**config.mk**
```make
export PLATFORM = sky130hd
export DESIGN_NAME = alu_result_fifo_flat
export DESIGN_NICKNAME = d
export VERILOG_FILES = /design/src/rtl/alu_result_fifo_if.sv /design/src/rtl/alu_result_fifo.sv /design/src/flat_wrapper.sv
export SDC_FILE = /design/constraint.sdc
export NUM_CORES = 1
export LEC_CHECK = 0
export ABC_AREA = 1
export BUFFER_PORTS_ARGS = -buffer_cell sky130_fd_sc_hd__buf_2
export CAP_MARGIN = 20
export CELL_PAD_IN_SITES_DETAIL_PLACEMENT = 0
export CELL_PAD_IN_SITES_GLOBAL_PLACEMENT = 1
export CORE_MARGIN = 5
export CORE_UTILIZATION = 47
export CTS_BUF_LIST = sky130_fd_sc_hd__clkbuf_8
export DETAILED_ROUTE_END_ITERATION = 10
export GPL_ROUTABILITY_DRIVEN = 0
export PLACE_DENSITY = 0.95
export SLEW_MARGIN = 20
export SYNTH_ARGS = -nofsm -noshare
export SYNTH_HDL_FRONTEND = slang
export SYNTH_SLANG_ARGS = --single-unit
```
**constraint.sdc**
```tcl
create_clock -name clk -period 5 [get_ports clk]
set_clock_uncertainty 0.1 [all_clocks]
set_input_delay 0 -clock clk [delete_from_list [all_inputs] [get_ports clk]]
set_output_delay 0 -clock clk [all_outputs]
set_load 0.005 [all_outputs]
```
**src/rtl/alu_result_fifo_if.sv**
```systemverilog
// alu_result_fifo_if
//   Bundles the ALU-result capture signals of alu_result_fifo.
//   slave  : the FIFO view (takes the ALU result and out_ready/clr_stats;
//            drives in_ready, the head entry and the status counters).
//   master : the view of whoever drives the ALU side and consumes entries.
//   Signals:
//     in_valid/in_ready, in_r, in_cf/in_sf/in_zf   producer handshake + data
//     out_valid/out_ready, out_r, out_cf/sf/zf     consumer handshake + data
//     count                                        occupancy
//     sticky_cf, sticky_zf, res_cnt, clr_stats     status readback / clear
interface alu_result_fifo_if #(
  parameter int DEPTH = 4,
  parameter int W     = 3
);
  localparam int CW = $clog2(DEPTH) + 1;

  logic          in_valid;
  logic          in_ready;
  logic [W-1:0]  in_r;
  logic          in_cf;
  logic          in_sf;
  logic          in_zf;

  logic          out_valid;
  logic          out_ready;
  logic [W-1:0]  out_r;
  logic          out_cf;
  logic          out_sf;
  logic          out_zf;

  logic [CW-1:0] count;
  logic          sticky_cf;
  logic          sticky_zf;
  logic [7:0]    res_cnt;
  logic          clr_stats;

  modport slave (
    input  in_valid, in_r, in_cf, in_sf, in_zf, out_ready, clr_stats,
    output in_ready, out_valid, out_r, out_cf, out_sf, out_zf,
           count, sticky_cf, sticky_zf, res_cnt
  );

  modport master (
    output in_valid, in_r, in_cf, in_sf, in_zf, out_ready, clr_stats,
    input  in_ready, out_valid, out_r, out_cf, out_sf, out_zf,
           count, sticky_cf, sticky_zf, res_cnt
  );
endinterface

```
**src/rtl/alu_result_fifo.sv**
```systemverilog
// alu_result_fifo
//   Capture stage behind the 3-bit ALU. Accepted results {R, CF, SF, ZF}
//   are held in a DEPTH-entry first-word-fall-through FIFO and handed to
//   the consumer over valid/ready. Sticky carry/zero flags and a saturating
//   8-bit count of accepted results are kept for status readback.
//   Ports:
//     clk    rising-edge clock
//     rst_n  asynchronous active-low reset (clears pointers, count,
//            statistics and the storage array)
//     bus    alu_result_fifo_if.slave, all handshake, data and status
//   DEPTH must be a power of two and at least 2 so the pointers wrap
//   naturally modulo DEPTH.
module alu_result_fifo #(
  parameter int DEPTH = 4,
  parameter int W     = 3
) (
  input  logic           clk,
  input  logic           rst_n,
  alu_result_fifo_if.slave bus
);

  localparam int PW = $clog2(DEPTH);
  localparam int CW = PW + 1;
  localparam int EW = W + 3;

  localparam logic [CW-1:0] FULL_CNT = CW'(DEPTH);

  // Stored entry layout: {r, cf, sf, zf}
  logic [EW-1:0] mem_q [DEPTH];

  logic [PW-1:0] wr_ptr_q, wr_ptr_d;
  logic [PW-1:0] rd_ptr_q, rd_ptr_d;
  logic [CW-1:0] count_q,  count_d;
  logic          sticky_cf_q, sticky_cf_d;
  logic          sticky_zf_q, sticky_zf_d;
  logic [7:0]    res_cnt_q,   res_cnt_d;

  logic          full;
  logic          empty;
  logic          push;
  logic          pop;
  logic [EW-1:0] wr_entry;
  logic [EW-1:0] head;

  function automatic logic [7:0] sat_inc8(input logic [7:0] v);
    return (v == 8'hFF) ? v : v + 8'd1;
  endfunction

  // ---- handshake decode (registered state only) ----
  // in_ready comes from count_q alone, so a pop in a full cycle does not
  // reopen the input until the following cycle.
  assign full     = (count_q == FULL_CNT);
  assign empty    = (count_q == '0);
  assign push     = bus.in_valid  && !full;
  assign pop      = bus.out_ready && !empty;
  assign wr_entry = {bus.in_r, bus.in_cf, bus.in_sf, bus.in_zf};

  // ---- next-state ----
  always_comb begin
    wr_ptr_d = wr_ptr_q;
    rd_ptr_d = rd_ptr_q;
    count_d  = count_q;

    if (push) begin
      wr_ptr_d = wr_ptr_q + PW'(1);
    end
    if (pop) begin
      rd_ptr_d = rd_ptr_q + PW'(1);
    end

    unique case ({push, pop})
      2'b10:   count_d = count_q + CW'(1);
      2'b01:   count_d = count_q - CW'(1);
      default: count_d = count_q;
    endcase
  end

  // A clear coincident with a push acts first, so the push lands on
  // freshly cleared statistics.
  always_comb begin
    sticky_cf_d = bus.clr_stats ? 1'b0 : sticky_cf_q;
    sticky_zf_d = bus.clr_stats ? 1'b0 : sticky_zf_q;
    res_cnt_d   = bus.clr_stats ? 8'd0 : res_cnt_q;

    if (push) begin
      sticky_cf_d = sticky_cf_d | bus.in_cf;
      sticky_zf_d = sticky_zf_d | bus.in_zf;
      res_cnt_d   = sat_inc8(res_cnt_d);
    end
  end

  // ---- state registers ----
  always_ff @(posedge clk or negedge rst_n) begin
    if (!rst_n) begin
      wr_ptr_q    <= '0;
      rd_ptr_q    <= '0;
      count_q     <= '0;
      sticky_cf_q <= 1'b0;
      sticky_zf_q <= 1'b0;
      res_cnt_q   <= 8'd0;
    end else begin
      wr_ptr_q    <= wr_ptr_d;
      rd_ptr_q    <= rd_ptr_d;
      count_q     <= count_d;
      sticky_cf_q <= sticky_cf_d;
      sticky_zf_q <= sticky_zf_d;
      res_cnt_q   <= res_cnt_d;
    end
  end

  // ---- storage array ----
  always_ff @(posedge clk or negedge rst_n) begin
    if (!rst_n) begin
      for (int i = 0; i < DEPTH; i++) begin
        mem_q[i] <= '0;
      end
    end else if (push) begin
      mem_q[wr_ptr_q] <= wr_entry;
    end
  end

  // ---- output view ----
  // First-word-fall-through: the head is read combinationally, and is
  // masked to zero while the FIFO holds nothing.
  assign head = empty ? '0 : mem_q[rd_ptr_q];

  assign bus.in_ready  = !full;
  assign bus.out_valid = !empty;
  assign bus.out_r     = head[EW-1:3];
  assign bus.out_cf    = head[2];
  assign bus.out_sf    = head[1];
  assign bus.out_zf    = head[0];
  assign bus.count     = count_q;
  assign bus.sticky_cf = sticky_cf_q;
  assign bus.sticky_zf = sticky_zf_q;
  assign bus.res_cnt   = res_cnt_q;

endmodule
```
**src/flat_wrapper.sv**
```systemverilog
// flat-port wrapper written by rule: the top's interface ports become plain ports
module alu_result_fifo_flat 
#(
  parameter int DEPTH = 4,
  parameter int W     = 3
)
  (clk, rst_n, bus_in_valid, bus_in_r, bus_in_cf, bus_in_sf, bus_in_zf, bus_out_ready, bus_clr_stats, bus_in_ready, bus_out_valid, bus_out_r, bus_out_cf, bus_out_sf, bus_out_zf, bus_count, bus_sticky_cf, bus_sticky_zf, bus_res_cnt);
  alu_result_fifo_if #(.DEPTH(DEPTH), .W(W)) bus_i ();
  input  logic clk;
  input  logic rst_n;
  input wire logic [$bits(bus_i.in_valid)-1:0] bus_in_valid;
  input wire logic [$bits(bus_i.in_r)-1:0] bus_in_r;
  input wire logic [$bits(bus_i.in_cf)-1:0] bus_in_cf;
  input wire logic [$bits(bus_i.in_sf)-1:0] bus_in_sf;
  input wire logic [$bits(bus_i.in_zf)-1:0] bus_in_zf;
  input wire logic [$bits(bus_i.out_ready)-1:0] bus_out_ready;
  input wire logic [$bits(bus_i.clr_stats)-1:0] bus_clr_stats;
  output wire logic [$bits(bus_i.in_ready)-1:0] bus_in_ready;
  output wire logic [$bits(bus_i.out_valid)-1:0] bus_out_valid;
  output wire logic [$bits(bus_i.out_r)-1:0] bus_out_r;
  output wire logic [$bits(bus_i.out_cf)-1:0] bus_out_cf;
  output wire logic [$bits(bus_i.out_sf)-1:0] bus_out_sf;
  output wire logic [$bits(bus_i.out_zf)-1:0] bus_out_zf;
  output wire logic [$bits(bus_i.count)-1:0] bus_count;
  output wire logic [$bits(bus_i.sticky_cf)-1:0] bus_sticky_cf;
  output wire logic [$bits(bus_i.sticky_zf)-1:0] bus_sticky_zf;
  output wire logic [$bits(bus_i.res_cnt)-1:0] bus_res_cnt;
  assign bus_i.in_valid = bus_in_valid;
  assign bus_i.in_r = bus_in_r;
  assign bus_i.in_cf = bus_in_cf;
  assign bus_i.in_sf = bus_in_sf;
  assign bus_i.in_zf = bus_in_zf;
  assign bus_i.out_ready = bus_out_ready;
  assign bus_i.clr_stats = bus_clr_stats;
  assign bus_in_ready = bus_i.in_ready;
  assign bus_out_valid = bus_i.out_valid;
  assign bus_out_r = bus_i.out_r;
  assign bus_out_cf = bus_i.out_cf;
  assign bus_out_sf = bus_i.out_sf;
  assign bus_out_zf = bus_i.out_zf;
  assign bus_count = bus_i.count;
  assign bus_sticky_cf = bus_i.sticky_cf;
  assign bus_sticky_zf = bus_i.sticky_zf;
  assign bus_res_cnt = bus_i.res_cnt;
  alu_result_fifo #(.DEPTH(DEPTH), .W(W)) u_core (.clk(clk), .rst_n(rst_n), .bus(bus_i));
endmodule
```
==> impl_results.md, run 1 <==
* Status: completed
* CP startpoint kind: flop
* EDFF count, synth at 0
* CP Data Required Time at 5060 ps
* Post-synth top area cell: dfrtp_1
* Power Total at 1370 µW
* Post-CTS setup buffer count at 0
* Relative slew slack at 39.3%
* Mean Syn Cell Area at 8.15 µm²
* Area grow syn2layout at 17.6%
* DR WL/cell at 12.9 µm
* Count leader, synth: nand2_1
* Worst Tran Pin Value at 911 ps
* Multiplexer share of the synthesized area at 0%
* CP cell instances: nor2_2 > nand2_1 > nand2_2 > ha_1 > inv_1 > fa_1 > a21oi_1 > o21ai_0 > xor2_1
* Starting Density at 48.5%
* PortBufs at 31
* Worst hold path type: primary input to flop
* Routed length on met2 at 2140 µm
* Worst-Skew Late Latency at 290 ps
* DRT Pass-1 Iters at 4
* # rows at 24
* Final Hold Fails at 0
* Ys flop type: dfrtp_1
* Vias at 1762
* Arrival @ worst endpoint at 2240 ps
* Ports at 32
* Crit Path Category: flop to flop
* Final setup margin at 2830 ps
* Crit-path max cell delay at 430 ps
* Global-route wire length before repair at 7690 µm
* Diode count at 0
* Uppermost layer routed: met4
* Max Cap Viol at 0
* Initial DRC Count at 91
* Final instance area at 2500 µm²
* Fin crit share at 43.4%
* Commonest cells post-synth: nand2_1, dfrtp_1, nor2_1
* Cell Pwr Density at 547 nW/µm²
* Area of placed instances at 2300 µm²
* Worst setup EP type: flop
* Largest family of logic cells by synthesized area: simple AND/OR/NAND/NOR gates
* H-Tree Depth at 2
* Mapped Nets at 279
* FMAX at 0.460 GHz
* Sequential share of the synthesized area at 48.2%
* DR WL met3 at 207 µm
* Total grt overflow at 0
* Clk root buf: clkbuf_8
* Post-Synth Simple-Gate Area at 24.3%
* Die area at 5970 µm²
* Clock slew at reported path FFs at 80 ps
* Async S/R FF share, synth at 100%
* Fin crit period at 2170 ps
* Worst-path maximum fanout at 8
* Largest net degree at the start of global routing at 42
* Vias in the first global route at 1669
* Final wirelength at 4560 µm
* Core area at 4380 µm²
* Initial antenna violation count at 0
* Total GRT Usage at 15.6%
* Final setup viols at 0
* Die Width at 77.3 µm
* DRT met1 WL at 2180 µm
* TNS Setup at 0 ps
* Crit path max-delay cell type: dfrtp_1
* Yosys cell types at 25
* Slew Viols, Final at 0
* Max VDD drop at 0.175 mV
* Compound-Gate Fraction of Synth Area at 13.5%
* Synth top area share at 48.2%
* Num CTS Buffers at 5
* Max clock buf depth at 2
* Die Span Y at 77.3 µm
* Vias per cell at 4.99
* Largest cells by area after synthesis: dfrtp_1, nand2_1, nor2_1
* #FFs+latches synth at 41
* Layout Nets at 318
* Synth Area in Adders at 4.47%
* Share of cells above drive strength 1 at 18.6%
* Cells after DPL at 336
* XOR/XNOR Fraction of Synth Area at 1.65%
* Unrepaired setup endpoints after global routing: false
* Non-filler cells in the finished layout at 353
* Final ANT Viol Nets at 0
* Place WS at 2840 ps
* Post-DP HPWL at 3170 µm
* CTS tree: built
* Clk sinks at 41
* Lkg Pwr at 0.00129 µW
* DR DRC count at 0
* Mapped Cells at 261
* Post-Syn Area at 2130 µm²
* Synth Warn # at 0
## through the flow
stage                     utilization, %  hold WS (ps)
after floorplan                        -          -396
after global routing                57.1          41.2
after CTS                           57.1          4.29
final                               57.1          12.0
after detailed placement            52.4          85.2
after global placement              52.4          79.4
## report_power, final
part           leakage, µW  total (µW)  internal (µW)  switching [µW]
Combinational     0.000707         531            220             310
Clock            0.0000626         270            161             109
Sequential        0.000518         569            460             109
## path summary, 6_finish.rpt
check / cells after the start / end / slack (ps) / from
max: 9 / u_core.bus.count[2] / 2830 / u_core.bus.count[0]
min: 4 / u_core.bus.res_cnt[2] / 10 / bus_in_valid
max reg2reg: 9 / u_core.bus.count[2] / 2830 / u_core.bus.count[0]
min reg2reg: 2 / u_core.mem_q[19] / 390 / u_core.mem_q[19]
max in group asynchronous: 2 / u_core.bus.res_cnt[3] / 3950 / rst_n
min in group asynchronous: 2 / u_core.rd_ptr_q[1] / 270 / rst_n
## registers in the layout, summed over array words and instances (netlist names)
| register | flops |
|---|---|
| u_core.bus.count | 3 |
| u_core.bus.res_cnt | 8 |
| u_core.bus.sticky_cf | 1 |
| u_core.bus.sticky_zf | 1 |
| u_core.mem_q | 24 |
| u_core.rd_ptr_q | 2 |
| u_core.wr_ptr_q | 2 |
## layer usage
metal	vias to the layer above	track usage [%]
li1	905	-
met1	823	21.1
met2	30	25.5
met3	4	3.86
met4	0	2.58
met5	-	0
## timing repair
item,4_1_cts,5_1_grt
gates resized for setup,0,0
hold endpoints to repair,70,0
hold buffers,9,0
## layout make-up
cell class,instances,area (µm²)
multi-input cells,181,933
flip-flops and latches,41,1030
fillers,404,1880
well taps,52,65.1
clock inverters,2,33.8
clock buffers,6,82.6
repair buffers,40,245
inverters,31,116
## kinds of logic after synthesis
logic type	count (synthesis)
AND/OR/NAND/NOR	120
AO/OA/AOI/OAI	50
flip-flops	41
buffers and inverters	39
adder cells (fa/ha/maj)	7
XOR/XNOR	4
## placed cells by master, fill, tap and decap left out, drive strengths merged
master,synthesis,routed
nand3,15,15
dlygate4sd3,0,9
xor2,3,3
dfrtp,41,41
buf,7,31
xnor2,1,1
inv,31,32
nand4,2,2
ha,6,6
nand2,65,65
nor2,38,38
fa,1,1
o21bai,1,1
bufinv,0,1
a21oi,8,8
o21ai,41,41
clkbuf,1,6
## critical path: cells and delay by family, from the launching register on
family	cells	cell delay, ps
buffers and inverters	1	60
flip-flops	1	430
AO/OA/AOI/OAI	2	250
AND/OR/NAND/NOR	3	500
XOR/XNOR	1	170
adder cells (fa/ha/maj)	2	550
No activity file was read; power rests on OpenSTA's default activity.
==> run 2: changes to the inputs <==
CORE_UTILIZATION = 39   (was 47)
PLACE_DENSITY = 0.87   (was 0.95)
clock period = 1.8 ns   (was 5 ns; I/O delays follow)
==> run 2 against run 1 <==
  * Sequential share of layout area decreased by 2.7 points
  * Power increased to 3.0 times the previous value
  * Clock-buffer cell count decreased by 1
  * Register-to-register slack got worse by 2800 ps
==> impl_results.md, run 2 (same netlist as run 1, synthesis figures left out) <==
* Status: completed
* Worst Tran Pin Value at 538 ps (-373 ps)
* Die Span Y at 83.9 µm (+8.5%)
* Non-filler cells in the finished layout at 388 (+9.9%)
* Switch Pwr at 1570 µW (+200%)
* Crit-path leading delay family: adder cells
* Final ANT Viol Nets at 0 (unchanged)
* Worst-path maximum fanout at 3 (-5)
* Vias at 1807 (+2.6%)
* CTS tree: built
* PortBufs at 31 (unchanged)
* Crit-path max cell delay at 410 ps (-20 ps)
* CP startpoint kind: flop
* Final setup margin at 32.6 ps (-2800 ps)
* # rows at 26 (+8.3%)
* Slew Viols, Final at 0 (unchanged)
* Largest net degree at the start of global routing at 42 (unchanged)
* Diode count at 0 (unchanged)
* Final Hold Fails at 0 (unchanged)
* Max clock buf depth at 2 (unchanged)
* Max reg flops at 24 (unchanged)
* Max VDD drop at 0.633 mV (+260%)
* Internal power at 2530 µW (+200%)
* Arrival @ worst endpoint at 1830 ps (-410 ps)
* CP cell instances: nor2_4 > nand2_2 > nand2_4 > ha_4 > inv_2 > fa_2 > a21oi_1 > o21ai_1 > xor2_1
* Worst setup EP type: flop
* Crit path max-delay cell type: dfrtp_1
* Switching Share at 38.2% (-0.35 points)
* Core area at 5200 µm² (+19%)
* DR DRC count at 0 (unchanged)
* Die Width at 83.9 µm (+8.5%)
* Relative slew slack at 64.2% (+25 points)
* Total GRT Usage at 14.4% (-1.2 points)
* Ports at 32 (unchanged)
* Final wirelength at 4890 µm (+7.4%)
* Fin crit share at 98.2% (+55 points)
* Worst-Skew Late Latency at 290 ps (about the same)
* Fin crit period at 1770 ps (-405 ps)
* Cells after DPL at 367 (+9.2%)
* Cell Pwr Density at 1530 nW/µm² (+180%)
* Die area at 7030 µm² (+18%)
* FMAX at 0.566 GHz (+23%)
* Final cell utilization of the core at 51.6% (-5.5 points)
* DR WL/cell at 12.6 µm (-2.3%)
* Max Cap Viol at 0 (unchanged)
* DRT Pass-1 Iters at 4 (unchanged)
* Initial DRC Count at 113 (+24%)
* Vias in the first global route at 1798 (+7.7%)
* Global-route wire length before repair at 8340 µm (+8.4%)
* H-Tree Depth at 2 (unchanged)
* Total grt overflow at 0 (unchanged)
* Initial antenna violation count at 0 (unchanged)
* Lkg Pwr at 0.00136 µW (+5.6%)
* CP Data Required Time at 1870 ps (-3190 ps)
* Vias per cell at 4.66 (-6.7%)
* Combinational power share at 45.7% (+7.0 points)
* Num CTS Buffers at 5 (unchanged)
* Largest register by flop count: u_core.mem_q
* Clk root buf: clkbuf_8
* Place WS at 0.500 ps (-2840 ps)
* Highest-count cells in the layout ignoring fill and taps: nand2_1, dfrtp_1, nor2_1, buf_2, inv_1
* Critical path buffer and inverter count at 1 (unchanged)
* Commonest non-fill, non-tap cell in the layout: nand2_1
* Clk sinks at 41 (unchanged)
* Post-DP HPWL at 3420 µm (+8.0%)
* Unrepaired setup endpoints after global routing: true
* Worst hold path type: primary input to flop
* Flop pwr share at 36.8% (-4.7 points)
* Power Total at 4100 µW (+200%)
* Layout Nets at 336 (+5.7%)
* Share of cells above drive strength 1 at 26.1% (+7.5 points)
* Clock power share at 17.4% (-2.3 points)
* Crit Path Category: flop to flop
* Clock slew at reported path FFs at 70 ps (about the same)
* Area grow syn2layout at 26.2%
* Final setup viols at 0 (unchanged)
* Starting Density at 40.9% (-7.7 points)
[run 2: repair_timing]
action / in CTS / in global routing
gates cloned: 0 / 0
hold endpoints to repair: 71 / 0
setup buffers: 1 / 4
pin swaps: 5 / 3
hold buffers: 9 / 0
setup endpoints to repair: 2 / 3
gates resized for setup: 1 / 4
[run 2: power by group through the flow]
stage	clock (µW)	combinational [µW]	sequential, µW
6_report	715	1880	1510
2_1_floorplan	0	1160	1490
3_3_place_gp	0	1740	1500
4_1_cts	729	1810	1500
3_5_place_dp	0	1770	1520
5_1_grt	786	2150	1550
[run 2: path summary, 6_finish.rpt]
path	end	slack [ps]	cells after the start	startpoint
worst max-delay path	u_core.bus.count[2]	30	9	u_core.bus.count[1]
worst min-delay path	u_core.bus.count[1]	40	4	bus_in_valid
worst max register to register	u_core.bus.count[2]	30	9	u_core.bus.count[1]
worst min register to register	u_core.mem_q[18]	390	2	u_core.mem_q[18]
max in group asynchronous	u_core.rd_ptr_q[0]	1000	3	rst_n
min in group asynchronous	u_core.mem_q[17]	200	3	rst_n
[run 2: layout make-up]
cell class | count | area, µm²
Clock buffer | 5 | 68.8
Clock inverter | 2 | 35.0
Fill cell | 520 | 2520
Inverter | 31 | 120
Multi-Input combinational cell | 181 | 967
Sequential cell | 41 | 1030
Tap cell | 70 | 87.6
Timing Repair Buffer | 58 | 378
[run 2: worst min-delay path: cells and delay by family]
kind | cells | cell delay (ps)
fa+ha+maj | 1 | 150
buf+inv | 1 | 120
compound gates | 1 | 50
simple gates | 1 | 70
[run 2: metrics by stage]
step | hold slack [ps] | instance area [µm²] | setup TNS [ps]
2_1_floorplan | -396 | 2150 | -62.6
3_3_place_gp | 0.110 | 2440 | 0
6_report | 44.6 | 2680 | 0
4_1_cts | 41.5 | 2650 | 0
3_5_place_dp | 8.17 | 2440 | 0
5_1_grt | 48.4 | 2680 | -28.7
[run 2: layer usage]
metal  track usage (%)  vias to the layer above  routed length (µm)  share of wire [%]
li1                  -                      943                   -                  -
met1              18.4                      830                2280                 47
met2              24.6                       32                2420                 49
met3              3.75                        2                 179                3.7
met4              2.92                        0                  15               0.31
met5                 0                        -                   0                  0
